==> src/rtl/slc3_control_seq.sv <==
// slc3_control_seq: Moore control sequencer for the SLC-3 datapath.
// Steps fetch / decode / execute and drives every load, gate, mux select,
// ALU function and the active-low SRAM strobes from the current state.
// Memory-access states (S33, S25, S16) are held for MEM_WAIT cycles.
// Optional feature macro: SLC3_PAUSE_EN (opcode 1101 enters a Continue
// handshake and pulses LD_LED); when undefined, 1101 is a NOP.
module slc3_control_seq #(
    parameter int unsigned MEM_WAIT = 2
) (
    input  logic       Clk,
    input  logic       Reset,
    input  logic       Run,
    input  logic       Continue,
    input  logic [3:0] Opcode,
    input  logic       IR_5,
    input  logic       BEN,
    output logic       LD_MAR,
    output logic       LD_MDR,
    output logic       LD_IR,
    output logic       LD_BEN,
    output logic       LD_CC,
    output logic       LD_REG,
    output logic       LD_PC,
    output logic       LD_LED,
    output logic       GatePC,
    output logic       GateMDR,
    output logic       GateALU,
    output logic       GateMARMUX,
    output logic [1:0] PCMUX,
    output logic [1:0] ADDR2MUX,
    output logic       ADDR1MUX,
    output logic       DRMUX,
    output logic       SR1MUX,
    output logic       SR2MUX,
    output logic [1:0] ALUK,
    output logic       MIO_EN,
    output logic       Mem_OE,
    output logic       Mem_WE
);

    localparam int unsigned CNT_W = 4;
    localparam logic [CNT_W-1:0] WAIT_LOAD = CNT_W'(MEM_WAIT - 1);

    typedef enum logic [4:0] {
        HALTED, S18, S33, S35, S32,
        S01, S05, S09, S00, S22, S12, S04, S21,
        S06, S25, S27, S07, S23, S16
`ifdef SLC3_PAUSE_EN
        , PAUSE_IR1, PAUSE_IR2
`endif
    } state_t;

    state_t           state, state_n;
    logic [CNT_W-1:0] cnt, cnt_n;
    logic             led_first, led_first_n;

`ifndef SLC3_PAUSE_EN
    logic unused_continue;
    assign unused_continue = Continue;
`endif

    // State, wait counter and LED first-cycle flag; reset wins over everything
    always_ff @(posedge Clk) begin
        if (Reset) begin
            state     <= HALTED;
            cnt       <= '0;
            led_first <= 1'b0;
        end else begin
            state     <= state_n;
            cnt       <= cnt_n;
            led_first <= led_first_n;
        end
    end

    // Next-state, wait-counter update and Moore output decode
    always_comb begin
        state_n     = state;
        cnt_n       = cnt;
        led_first_n = 1'b0;
        LD_MAR      = 1'b0;
        LD_MDR      = 1'b0;
        LD_IR       = 1'b0;
        LD_BEN      = 1'b0;
        LD_CC       = 1'b0;
        LD_REG      = 1'b0;
        LD_PC       = 1'b0;
        LD_LED      = 1'b0;
        GatePC      = 1'b0;
        GateMDR     = 1'b0;
        GateALU     = 1'b0;
        GateMARMUX  = 1'b0;
        PCMUX       = 2'd0;
        ADDR2MUX    = 2'd0;
        ADDR1MUX    = 1'b0;
        DRMUX       = 1'b0;
        SR1MUX      = 1'b0;
        SR2MUX      = 1'b0;
        ALUK        = 2'd0;
        MIO_EN      = 1'b0;
        Mem_OE      = 1'b1;
        Mem_WE      = 1'b1;

        case (state)
            HALTED: begin
                if (Run) state_n = S18;
            end
            S18: begin
                GatePC  = 1'b1;
                LD_MAR  = 1'b1;
                PCMUX   = 2'd2;
                LD_PC   = 1'b1;
                state_n = S33;
                cnt_n   = WAIT_LOAD;
            end
            S33, S25: begin
                Mem_OE = 1'b0;
                MIO_EN = 1'b1;
                LD_MDR = 1'b1;
                if (cnt == '0) state_n = (state == S33) ? S35 : S27;
                else           cnt_n   = cnt - CNT_W'(1);
            end
            S35: begin
                GateMDR = 1'b1;
                LD_IR   = 1'b1;
                state_n = S32;
            end
            S32: begin
                LD_BEN = 1'b1;
                case (Opcode)
                    4'b0001: state_n = S01;
                    4'b0101: state_n = S05;
                    4'b1001: state_n = S09;
                    4'b0000: state_n = S00;
                    4'b1100: state_n = S12;
                    4'b0100: state_n = S04;
                    4'b0110: state_n = S06;
                    4'b0111: state_n = S07;
`ifdef SLC3_PAUSE_EN
                    4'b1101: begin
                        state_n     = PAUSE_IR1;
                        led_first_n = 1'b1;
                    end
`endif
                    default: state_n = S18;
                endcase
            end
            S01, S05: begin
                SR1MUX  = 1'b1;
                SR2MUX  = IR_5 ? 1'b1 : 1'b0;
                ALUK    = (state == S05) ? 2'd1 : 2'd0;
                GateALU = 1'b1;
                LD_REG  = 1'b1;
                LD_CC   = 1'b1;
                state_n = S18;
            end
            S09: begin
                SR1MUX  = 1'b1;
                ALUK    = 2'd2;
                GateALU = 1'b1;
                LD_REG  = 1'b1;
                LD_CC   = 1'b1;
                state_n = S18;
            end
            S00: begin
                state_n = BEN ? S22 : S18;
            end
            S22: begin
                ADDR2MUX = 2'd2;
                PCMUX    = 2'd1;
                LD_PC    = 1'b1;
                state_n  = S18;
            end
            S12: begin
                SR1MUX  = 1'b1;
                ALUK    = 2'd3;
                GateALU = 1'b1;
                LD_PC   = 1'b1;
                state_n = S18;
            end
            S04: begin
                GatePC  = 1'b1;
                DRMUX   = 1'b1;
                LD_REG  = 1'b1;
                state_n = S21;
            end
            S21: begin
                ADDR2MUX = 2'd3;
                PCMUX    = 2'd1;
                LD_PC    = 1'b1;
                state_n  = S18;
            end
            S06, S07: begin
                SR1MUX     = 1'b1;
                ADDR1MUX   = 1'b1;
                ADDR2MUX   = 2'd1;
                GateMARMUX = 1'b1;
                LD_MAR     = 1'b1;
                state_n    = (state == S06) ? S25 : S23;
                if (state == S06) cnt_n = WAIT_LOAD;
            end
            S27: begin
                GateMDR = 1'b1;
                LD_REG  = 1'b1;
                LD_CC   = 1'b1;
                state_n = S18;
            end
            S23: begin
                ALUK    = 2'd3;
                GateALU = 1'b1;
                LD_MDR  = 1'b1;
                state_n = S16;
                cnt_n   = WAIT_LOAD;
            end
            S16: begin
                Mem_WE = 1'b0;
                if (cnt == '0) state_n = S18;
                else           cnt_n   = cnt - CNT_W'(1);
            end
`ifdef SLC3_PAUSE_EN
            PAUSE_IR1: begin
                LD_LED = led_first;
                if (Continue) state_n = PAUSE_IR2;
            end
            PAUSE_IR2: begin
                if (!Continue) state_n = S18;
            end
`endif
            default: state_n = HALTED;
        endcase
    end

endmodule

==> config.mk <==
export PLATFORM = sky130hd
export DESIGN_NAME = slc3_control_seq
export DESIGN_NICKNAME = d
export VERILOG_FILES = /design/src/rtl/slc3_control_seq.sv
export SDC_FILE = /design/constraint.sdc
export NUM_CORES = 1
export LEC_CHECK = 0
export ABC_AREA = 1
export CORE_UTILIZATION = 48
export DETAILED_ROUTE_END_ITERATION = 10
export PLACE_DENSITY_LB_ADDON = 0.3
export SLEW_MARGIN = 40
export SYNTH_ARGS = -nofsm -noshare
export SYNTH_HDL_FRONTEND = slang
export SYNTH_SLANG_ARGS = --single-unit
export TNS_END_PERCENT = 50
==> constraint.sdc <==
create_clock -name Clk -period 2.2 [get_ports Clk]
set_clock_uncertainty 0.15 [all_clocks]
set_input_delay 0.33 -clock Clk [delete_from_list [all_inputs] [get_ports Clk]]
set_output_delay 0.33 -clock Clk [all_outputs]
set_load 0.01 [all_outputs]
# Word-level counts from Yosys, hierarchy flattened
# Memory sizes are Yosys's and may differ from the RTL's.
# Cells that the tools add are included.
# totals
reg_bits,9
rom_bits,80
input_bits,10
output_inout_bits,25
wordCells,81
mem_count,1
# mem_list
name,words,width,rd,rd_clocked_by_memory_dff,write_ports,line_no,text
(no name shown),16,5,1,0,0,129,case (Opcode)
# op_classes
addsub,1
eq_ne,23
mux,32
reduce_logical,22
# ops
op,n
5-bit case mux with 11 select lines,1
"5-bit by 4-bit == test with 1-bit output, second input constant",8
"5-bit by 3-bit == test with 1-bit output, second input constant",4
5-bit 2-to-1 mux,4
1-bit 2-to-1 mux,19
4-bit 2-to-1 mux,4
2-bit OR reduction,8
"5-bit == test, second input constant",3
2-bit case mux with 3 select lines,2
4-bit case mux with 3 select lines,1
"5-bit by 2-bit == test with 1-bit output, second input constant",2
"2-bit inequality test, second input constant",5
5-bit OR reduction,2
3-bit OR reduction,3
4-bit OR reduction,2
7-bit OR reduction,1
3-bit AND reduction,2
6-bit OR reduction,1
"5-bit by 1-bit == test with 1-bit output, second input constant",1
5-bit logical NOT,1
4-bit logical NOT,1
2-bit case mux with 2 select lines,1
"4-bit by 1-bit subtractor with 4-bit output, second input constant",1
3-bit nonzero test,1

# Logic depth before layout (Yosys ltp)
# Gate-level depths: netlist of the first run.
# depth
word_depth,4
depth_mapped,11
ltp_nobuf,11

# Least setup slack after synthesis of the first run
# OpenSTA, ideal clock, no wires.
# synth_path
kind,flip-flop to output port
startpoint,register state[2]
endpoint,output port GateALU
arrival_time_ns,1.097
path_slack_ns,0.623
stages_incl_launch_ff,6
n_path_buf,0
cell_sequence,dfxtp_1 -> inv_1 -> nor2_1 -> nand3_1 -> and2_2 -> nand2_1
# synth_via
elab_chain_cells,3
word_cells_on_any_way,7
# synth_lines
item,line_no,text
from (decl),53,"state_t state, state_n;"
from (signal assigned),69,state <= state_n;
5-bit by 3-bit == test with 1-bit output (tied with other cells),103,case (state)
5-bit OR reduction (no line) (*),n/a,
1-bit 2-to-1 mux (*),103,
to (decl),27,"output logic GateALU,"
# Mark *: on every way between the ends. The rest lies on a longest branch, timed or not.

# Final worst setup path of the first run
# layout_path
startpoint,register state[3]
endpoint,output port ALUK[0]
# layout_via
elab_chain_cells,3
word_cells_on_any_way,9
# layout_lines
item,line_no,text
5-bit by 3-bit == test with 1-bit output (tied with other cells),"103, 150",
1-bit 2-to-1 mux or 2-bit OR reduction (tied branches),n/a,
2-bit case mux with 3 select lines (*),103,
to (decl),35,"output logic [1:0] ALUK,"
# Marked as above.

==> reports/qor.yml, run 1 <==
floorplan:
  floorplan.initialDensity_pct: 51.1
  dieArea_sq_mm: 0.00228
  die_w_microns: 47.7
  die_h_microns: 47.7
  pin_count: 35
  core_sq_mm: 0.00196
  rows: 16
finish:
  drive_above_1_share_pct: 18.0
  diodes: 0
  fin_util_pct: 74.2
  area_growth_pct: 45.1
  num-nets-final: 238
yosys:
  avgSynthCellArea_sq_um: 5.54
  ys_seq_elements: 9
  postSynthCellCount: 181
  synth.distinct_cells: 27
  netlist.area_leader.share_pct: 19.8
  yosys.area.top_type: "nand2_1"
  syn_area_sq_mm: 0.00100
  ys_top_cells_by_area: "nand2_1 20%, dfxtp_1 18%, inv_1 12%, nor2_1 9.7%, nand3_1 8.0%"
  synth_nets: 196
  synth_warnings: 0
  yosysSeqAreaShare_pct: 18.0
setup_path:
  rr_startpoint: "cnt[0]"
  r2r_end: "cnt[3]"
  crit_start: "state[3]"
  crit_path_start_kind: "flip-flop"
  criticalPathCategory: "flip-flop to output pin"
  cp.required_ns: 1.72
  r2r_cells: 8
  cp_max_fo: 6
  critPathCaptureType: "output pin"
  reg2reg_slack_ns: 0.56
  worstPathArrival_ns: 1.75
clock_network:
  ctsHtreeMaxLevel: 1
  cts-buffers-inserted: 3
  cts_tree: "built"
  clock_path_buffers: 2
  hold_buffers: 0
  cts_root_buf: "clkbuf_4"
  clock-sinks: 9
  clk_pin_slew_ns: 0.06
  insertion_delay_ns: 0.26
job:
  maxCapViolations: 0
global_route:
  grt_usage_pct: 27.0
  grt_max_degree: 9
  overflow: 0
  grt_first_pass_wirelength_microns: 4370
  antenna_found_initial: 0
  grt_pass1_vias: 1052
detailed_routing:
  antenna_left: 0
  dr.pass1.iters: 4
  dr_total_vias: 1268
  drc: 0
  wl_per_cell_microns: 11.8
  wl_microns: 2930
  via_per_inst: 5.09
  drt_iter0_markers: 27
place:
  hpwl_microns: 2430
  gp_congestion: 0.873
  port_buffers: 32
  place_worst_setup_slack_ns: 0.0896
hold_path:
  hp-class: "flip-flop to flip-flop"
  min_path_cells: 2
  hold_path_end: "cnt[0]"
  worstHoldStart: "cnt[0]"
sta:
  period_share_pct: 101
  fmax_mhz: 448
  rsz0062_at_grt: "yes"
  hold_viol_final: 0
  whs_ns: 0.332
  drv_slew: 0
  fin_crit_ns: 2.23
  fin_ws_ns: -0.0321
  setup_viol: 1
status:
  status: "finished with violations"
  violations: "negative setup slack"
power_and_ir_drop:
  p_per_area_mw_per_mm2: 824
  ir_worst_vdd_v: 0.000782
  total_power_uw: 1200
  p_leak_uw: 0.000921
-- per-layer routing --
| layer | part of all wire, % | GRT usage, % | vias to the layer above |
|---|---|---|---|
| met1 | 44 | 34.5 | 583 |
| met5 | 0 | 0 | - |
| met3 | 4.2 | 1.51 | 5 |
| met4 | 1.3 | 7.78 | 0 |
| met2 | 50 | 48.6 | 39 |
| li1 | - | - | 641 |
-- stage by stage --
step	instances	TNS, ns	cell area (sq um)
after floorplan	181	0	1000
after global routing	249	-0.114	1460
after detailed placement	244	0	1390
final	249	-0.0321	1460
after CTS	249	-0.0665	1440
after global placement	244	0	1390
-- repair_timing --
action	in CTS	in global routing
gates resized for setup	26	8
pin swaps	1	0
setup buffers	1	0
endpoints found under the setup margin	22	7
-- sequential cells by signal, summed over array words and instances, names as in the netlist --
signal and flops:
cnt 4, state 5
-- power breakdown --
part / total [uW] / switching [uW] / leakage [uW] / internal [uW]
Sequential: 241 / 37.3 / 0.0000755 / 204
Clock: 129 / 59.4 / 0.0000150 / 70.0
Combinational: 830 / 487 / 0.000830 / 343
Total: 1200 / 584 / 0.000921 / 617
-- logic make-up after synthesis --
group                      count (synthesis)  synth area share [%]
AOI/OAI and AO/OA                         17                  10.1
and+or+nand+nor                          112                  50.2
DFF                                        9                  18.0
xor gates and xnor gates                   1                 0.873
other                                      1                 0.374
adders and majority gates                  5                  6.23
buffers and inverters                     36                  14.2
-- Yosys cell counts (all sizes together) --
| master | n |
|---|---|
| nor2 | 32 |
| a21oi | 10 |
| dfxtp | 9 |
| o21ai | 5 |
| ha | 5 |
| xnor2 | 1 |
| inv | 33 |
| or2 | 1 |
| o221ai | 1 |
| nand3 | 18 |
| nand2 | 56 |
| buf | 3 |
| and2 | 1 |
| o211a | 1 |
| nand4 | 2 |
| conb | 1 |
| nor3 | 2 |
-- how the worst max path moves through the flow --
| stage | to | slack [ns] | depth (start not counted) |
|---|---|---|---|
| final | ALUK[0] | -0.03 | 6 |
| after global routing | LD_REG | -0.06 | 7 |
| after CTS | SR2MUX | -0.07 | 6 |
| after detailed placement | SR1MUX | 0.09 | 6 |
| after global placement | LD_PC | 0.11 | 8 |
| after floorplan | GateALU | 0.62 | 5 |
-- worst max-delay path: stages (launching register included) --
cell,delay [ns]
dfxtp_2,0.36
nor2_2,0.18
nand2_1,0.10
nor2_2,0.17
inv_1,0.08
nand2_1,0.06
clkdlybuf4s50_1,0.53
-- cells in the final DEF, fill, tap and decap left out, types with 3 or more instances in the layout --
master / count
nand3_2: 3
inv_1: 31
o21ai_0: 3
nand2_2: 4
nand3_1: 15
dfxtp_1: 4
buf_4: 8
ha_1: 5
nor2_4: 4
clkdlybuf4s50_1: 13
nor2_2: 7
dlymetal6s2s_1: 5
a21oi_1: 9
dlygate4sd2_1: 14
nand2_1: 52
dfxtp_2: 5
nor2_1: 21
clkbuf_4: 3
-- layout make-up --
type | instances | area (sq um)
multi-input cells | 136 | 711
fillers | 181 | 505
clock buffers | 4 | 26.3
repair buffers | 40 | 375
flip-flops and latches | 9 | 186
inverters | 33 | 124
well taps | 27 | 33.8
(Power assumes the default switching activity.)
==> run 2, diff against run 1 <==
CORE_MARGIN = 4   (was unset)
==> run 2 against run 1 <==
- the run now ends clean
- non-clock buffer count decreased by 4
- flip-flop and latch count unchanged
- setup slack improved by 0.068 ns
- largest power group unchanged
==> reports/qor.yml, run 2 (synthesized netlist as in run 1, its figures left out) <==
finish:
  num-nets-final: 234
  mostFrequentLayoutCells: "49 x nand2_1, 30 x inv_1, 18 x nor2_1"
  n_fill_cell: 150
  diodes: 0
  reg.largest.list: "state: 5 flops, cnt: 4 flops"
  largest_register: "state"
  drive_above_1_share_pct: 19.3
  layout_commonest_cell: "nand2_1"
  area_growth_pct: 46.8
  fin_util_pct: 74.3
  largest_reg_flops: 5
power_and_ir_drop:
  p_per_area_mw_per_mm2: 803
  ir_worst_vdd_v: 0.000703
  total_power_uw: 1180
  p_leak_uw: 0.000963
sta:
  rsz0062_at_grt: "yes"
  setup_tns_ns: 0
  fin_ws_ns: 0.0355
  fmax_mhz: 462
  whs_ns: 0.321
  fin_crit_ns: 2.16
  drv_slew: 0
  setup_viol: 0
  period_share_pct: 98.4
  hold_viol_final: 0
setup_path:
  crit_start: "state[4]"
  cp_max_fo: 7
  critPathCaptureType: "output pin"
  worstPathArrival_ns: 1.68
  critPathSlowestCell: "clkdlybuf4s50_1"
  criticalPathCategory: "flip-flop to output pin"
  crit_path_start_kind: "flip-flop"
  max_stage_delay_ns: 0.53
  cp.required_ns: 1.72
  rr_startpoint: "cnt[0]"
  worstPathCellList: "nand2_2, nor2_4, inv_1, nand2_1, clkdlybuf4s50_1"
global_route:
  grt_usage_pct: 20.5
  use_met3_pct: 3.05
  grt_first_pass_wirelength_microns: 4440
  grt_max_degree: 9
  grt_pass1_vias: 1066
  grt_most_used_layer: "met2"
  antenna_found_initial: 0
  grtUsageMet2_pct: 36.5
  gr-usage-met1_pct: 24.7
  overflow: 0
clock_network:
  cts_tree: "built"
  clock-sinks: 9
  clock_path_buffers: 2
  hold_buffers: 0
  ctsHtreeMaxLevel: 1
  cts-buffers-inserted: 3
  clk_pin_slew_ns: 0.06
  insertion_delay_ns: 0.26
  cts_root_buf: "clkbuf_4"
detailed_routing:
  drt_iter0_markers: 41
  wl_per_cell_microns: 11.4
  wl_microns: 2790
  dr_total_vias: 1254
  antenna_left: 0
  drc: 0
  dr.pass1.iters: 5
  via_per_inst: 5.12
hold_path:
  worstHoldStart: "cnt[0]"
  hp-class: "flip-flop to flip-flop"
status:
  status: "finished clean"
floorplan:
  core_sq_mm: 0.00198
  pin_count: 35
  rows: 16
  die_w_microns: 53.7
  die_h_microns: 53.7
  floorplan.initialDensity_pct: 50.6
  dieArea_sq_mm: 0.00289
place:
  place_worst_setup_slack_ns: 0.0702
  hpwl_microns: 2280
  port_buffers: 32
  gp_congestion: 0.896
job:
  maxCapViolations: 0
==> run 2: metrics by stage <==
| step | area [sq um] | std cells |
|---|---|---|
| floorplan | 1000 | 181 |
| global placement | 1360 | 240 |
| detailed placement | 1360 | 240 |
| CTS | 1440 | 245 |
| global route | 1470 | 245 |
| finish | 1470 | 245 |
==> run 2: final cells by class <==
cell class | count | area [sq um] | area share, %
clock buffers | 4 | 26.3 | 1.78
repair buffers | 36 | 364 | 24.7
flip-flops and latches | 9 | 194 | 13.2
well taps | 27 | 33.8 | 2.29
multi-input cells | 136 | 731 | 49.6
inverters | 33 | 124 | 8.41
==> run 2: worst paths after layout <==
| path | endpoint | slack [ns] | cells past startpoint |
|---|---|---|---|
| hold reg to reg | cnt[0] | 0.32 | 2 |
| setup / recovery | ALUK[0] | 0.04 | 5 |
| setup reg to reg | cnt[1] | 0.56 | 9 |
| hold / removal | cnt[0] | 0.32 | 2 |
==> run 2: layer usage <==
| metal | vias to the layer above | part of all wire (%) |
|---|---|---|
| met2 | 52 | 48 |
| met5 | - | 0 |
| met4 | 0 | 1.5 |
| met3 | 4 | 6.5 |
| met1 | 564 | 43 |
| li1 | 634 | - |
==> run 2: critical path: cells and delay by family, from the launching register on <==
family / cells / cell delay [ns]
buffers and inverters: 2 / 0.59
flip-flops: 1 / 0.48
AND/OR/NAND/NOR: 3 / 0.36
==> run 2: repair_timing <==
action	CTS	global route
setup endpoints to repair	22	12
buffers inserted	1	0
pin swaps	1	0
gates resized for setup	29	13
==> run 2: power breakdown <==
part / switching (uW) / internal, uW
combinational: 466 / 343
sequential: 40.2 / 206
clock: 57.5 / 69.9
total: 563 / 619
==> run 3, diff against run 2 <==
--- a/constraint.sdc
+++ b/constraint.sdc
@@ -3,3 +3,3 @@
 set_input_delay 0.33 -clock Clk [delete_from_list [all_inputs] [get_ports Clk]]
 set_output_delay 0.33 -clock Clk [all_outputs]
-set_load 0.01 [all_outputs]
+set_load 0.05 [all_outputs]
==> run 3 against run 2 <==
- design area up 10%
- global-route usage up 3.7 points
- core utilization up 7.6 points
- count of clock-buffer cells in the layout unchanged
- sequential power down 3%
- fmax up 2.2%
- die area unchanged
- setup slack better by 0.047 ns
- routed wire length up 13%
- via count up 2.6%
- first-iteration DRC count down 2.4%
- critical endpoint is now LD_PC
- largest cell class unchanged
==> reports/qor.yml, run 3 (synthesized netlist as in run 1, its figures left out) <==
detailed_routing:
  met1Wirelength_microns: 1130
  drt_iter0_markers: 40
  wl_microns: 3150
  dr_total_vias: 1286
  antenna_left: 0
  dr_wl_met3_microns: 256
  wl_per_cell_microns: 13.0
  dr_wl_met2_microns: 1700
  top_layer: "met4"
  via_per_inst: 5.31
  drc: 0
  dr.pass1.iters: 4
setup_path:
  worstPathArrival_ns: 1.64
  cp.required_ns: 1.72
  crit_family: "simple AND/OR/NAND/NOR gates"
  path_buf_inv: 2
  worstPathCellList: "inv_1, nand2_2, nor2_2, nand2_1, o21ai_2, nor2_2, nand2_1, buf_12"
  rr_startpoint: "cnt[0]"
  crit_start: "state[1]"
  critPathCaptureType: "output pin"
  criticalPathCategory: "flip-flop to output pin"
  max_stage_delay_ns: 0.42
  cp_max_fo: 4
  crit_path_start_kind: "flip-flop"
  critPathSlowestCell: "dfxtp_1"
power_and_ir_drop:
  total_power_uw: 1520
  ir_worst_vdd_v: 0.000825
  p_leak_uw: 0.000864
  p_per_area_mw_per_mm2: 939
sta:
  hold_viol_final: 0
  rsz0062_at_grt: "yes"
  fin_crit_ns: 2.12
  setup_viol: 0
  fmax_mhz: 472
  drv_slew: 0
  period_share_pct: 96.2
floorplan:
  dieArea_sq_mm: 0.00289
  die_h_microns: 53.7
  core_sq_mm: 0.00198
  floorplan.initialDensity_pct: 50.6
  die_w_microns: 53.7
  pin_count: 35
  rows: 16
clock_network:
  hold_buffers: 0
  clk_pin_slew_ns: 0.06
  cts_root_buf: "clkbuf_4"
  clock-sinks: 9
  cts-buffers-inserted: 3
  insertion_delay_ns: 0.27
  cts_tree: "built"
  ctsHtreeMaxLevel: 1
  clock_path_buffers: 2
job:
  maxCapViolations: 0
global_route:
  grt_usage_pct: 24.2
  overflow: 0
  grt_pass1_vias: 1243
  grt_first_pass_wirelength_microns: 5180
  grt_max_degree: 9
  antenna_found_initial: 0
finish:
  layout.cells.non_filler: 242
  diodes: 0
  drive_above_1_share_pct: 24.2
  mostFrequentLayoutCells: "51 x nand2_1, 32 x inv_1, 23 x buf_12"
  num-nets-final: 231
  largest_register: "state"
  reg.largest.list: "state: 5 flops, cnt: 4 flops"
  n_fill_cell: 126
  largest_reg_flops: 5
  layout_commonest_cell: "nand2_1"
  area_growth_pct: 61.7
hold_path:
  worstHoldStart: "cnt[2]"
  hp-class: "flip-flop to flip-flop"
place:
  place_inst: 238
  gp_congestion: 0.884
  port_buffers: 32
  hpwl_microns: 2650
status:
  status: "finished clean"
run 3: worst paths after layout:
path | slack [ns] | endpoint | cells past startpoint
setup / recovery | 0.08 | LD_PC | 8
hold / removal | 0.35 | cnt[2] | 2
setup reg to reg | 0.46 | cnt[1] | 9
hold reg to reg | 0.35 | cnt[2] | 2
run 3: power by group:
part / leakage (uW) / internal, uW / switching [uW] / total [uW]
Clock: 0.0000150 / 70.0 / 59.8 / 130
Sequential: 0.0000743 / 200 / 39.3 / 239
Combinational: 0.000775 / 435 / 720 / 1160
run 3: layer usage:
layer  GRT usage (%)  vias up
met5               0        -
met4            9.79        0
met3            4.16       10
met2            46.6       73
met1            25.3      576
li1                -      627
run 3: metrics by stage:
stage	utilization, %	hold slack [ns]	setup TNS, ns	area, sq um	worst slack [ns]
4_1_cts	81.0	0.344	0	1610	0.000643
2_1_floorplan	-	0.294	-0.0149	1010	-0.0149
3_3_place_gp	79.5	0.308	0	1580	0.273
5_1_grt	81.9	0.375	-0.0426	1620	-0.0228
6_report	81.9	0.346	0	1620	0.0827
3_5_place_dp	79.5	0.314	0	1580	0.162
run 3: worst min-delay path: cells and delay by family, from the launching register on:
kind	cells	cell delay, ns
AND/OR/NAND/NOR	1	0.07
flip-flops	1	0.33
AO/OA/AOI/OAI	1	0.05
run 3: what timing repair did:
item | CTS | global route
gates resized for setup | 1 | 7
endpoints found under the hold margin | 0 | 0
gates cloned | 0 | 0
buffers inserted | 0 | 0
setup endpoints to repair | 1 | 6
run 3: cell type report:
type                            instances  area, sq um  area share, %
Clock buffer                            4         26.3           1.62
Sequential cell                         9          183           11.3
Tap cell                               27         33.8           2.08
Timing Repair Buffer                   33          556           34.2
Multi-Input combinational cell        136          701           43.2
Inverter                               33          124           7.63
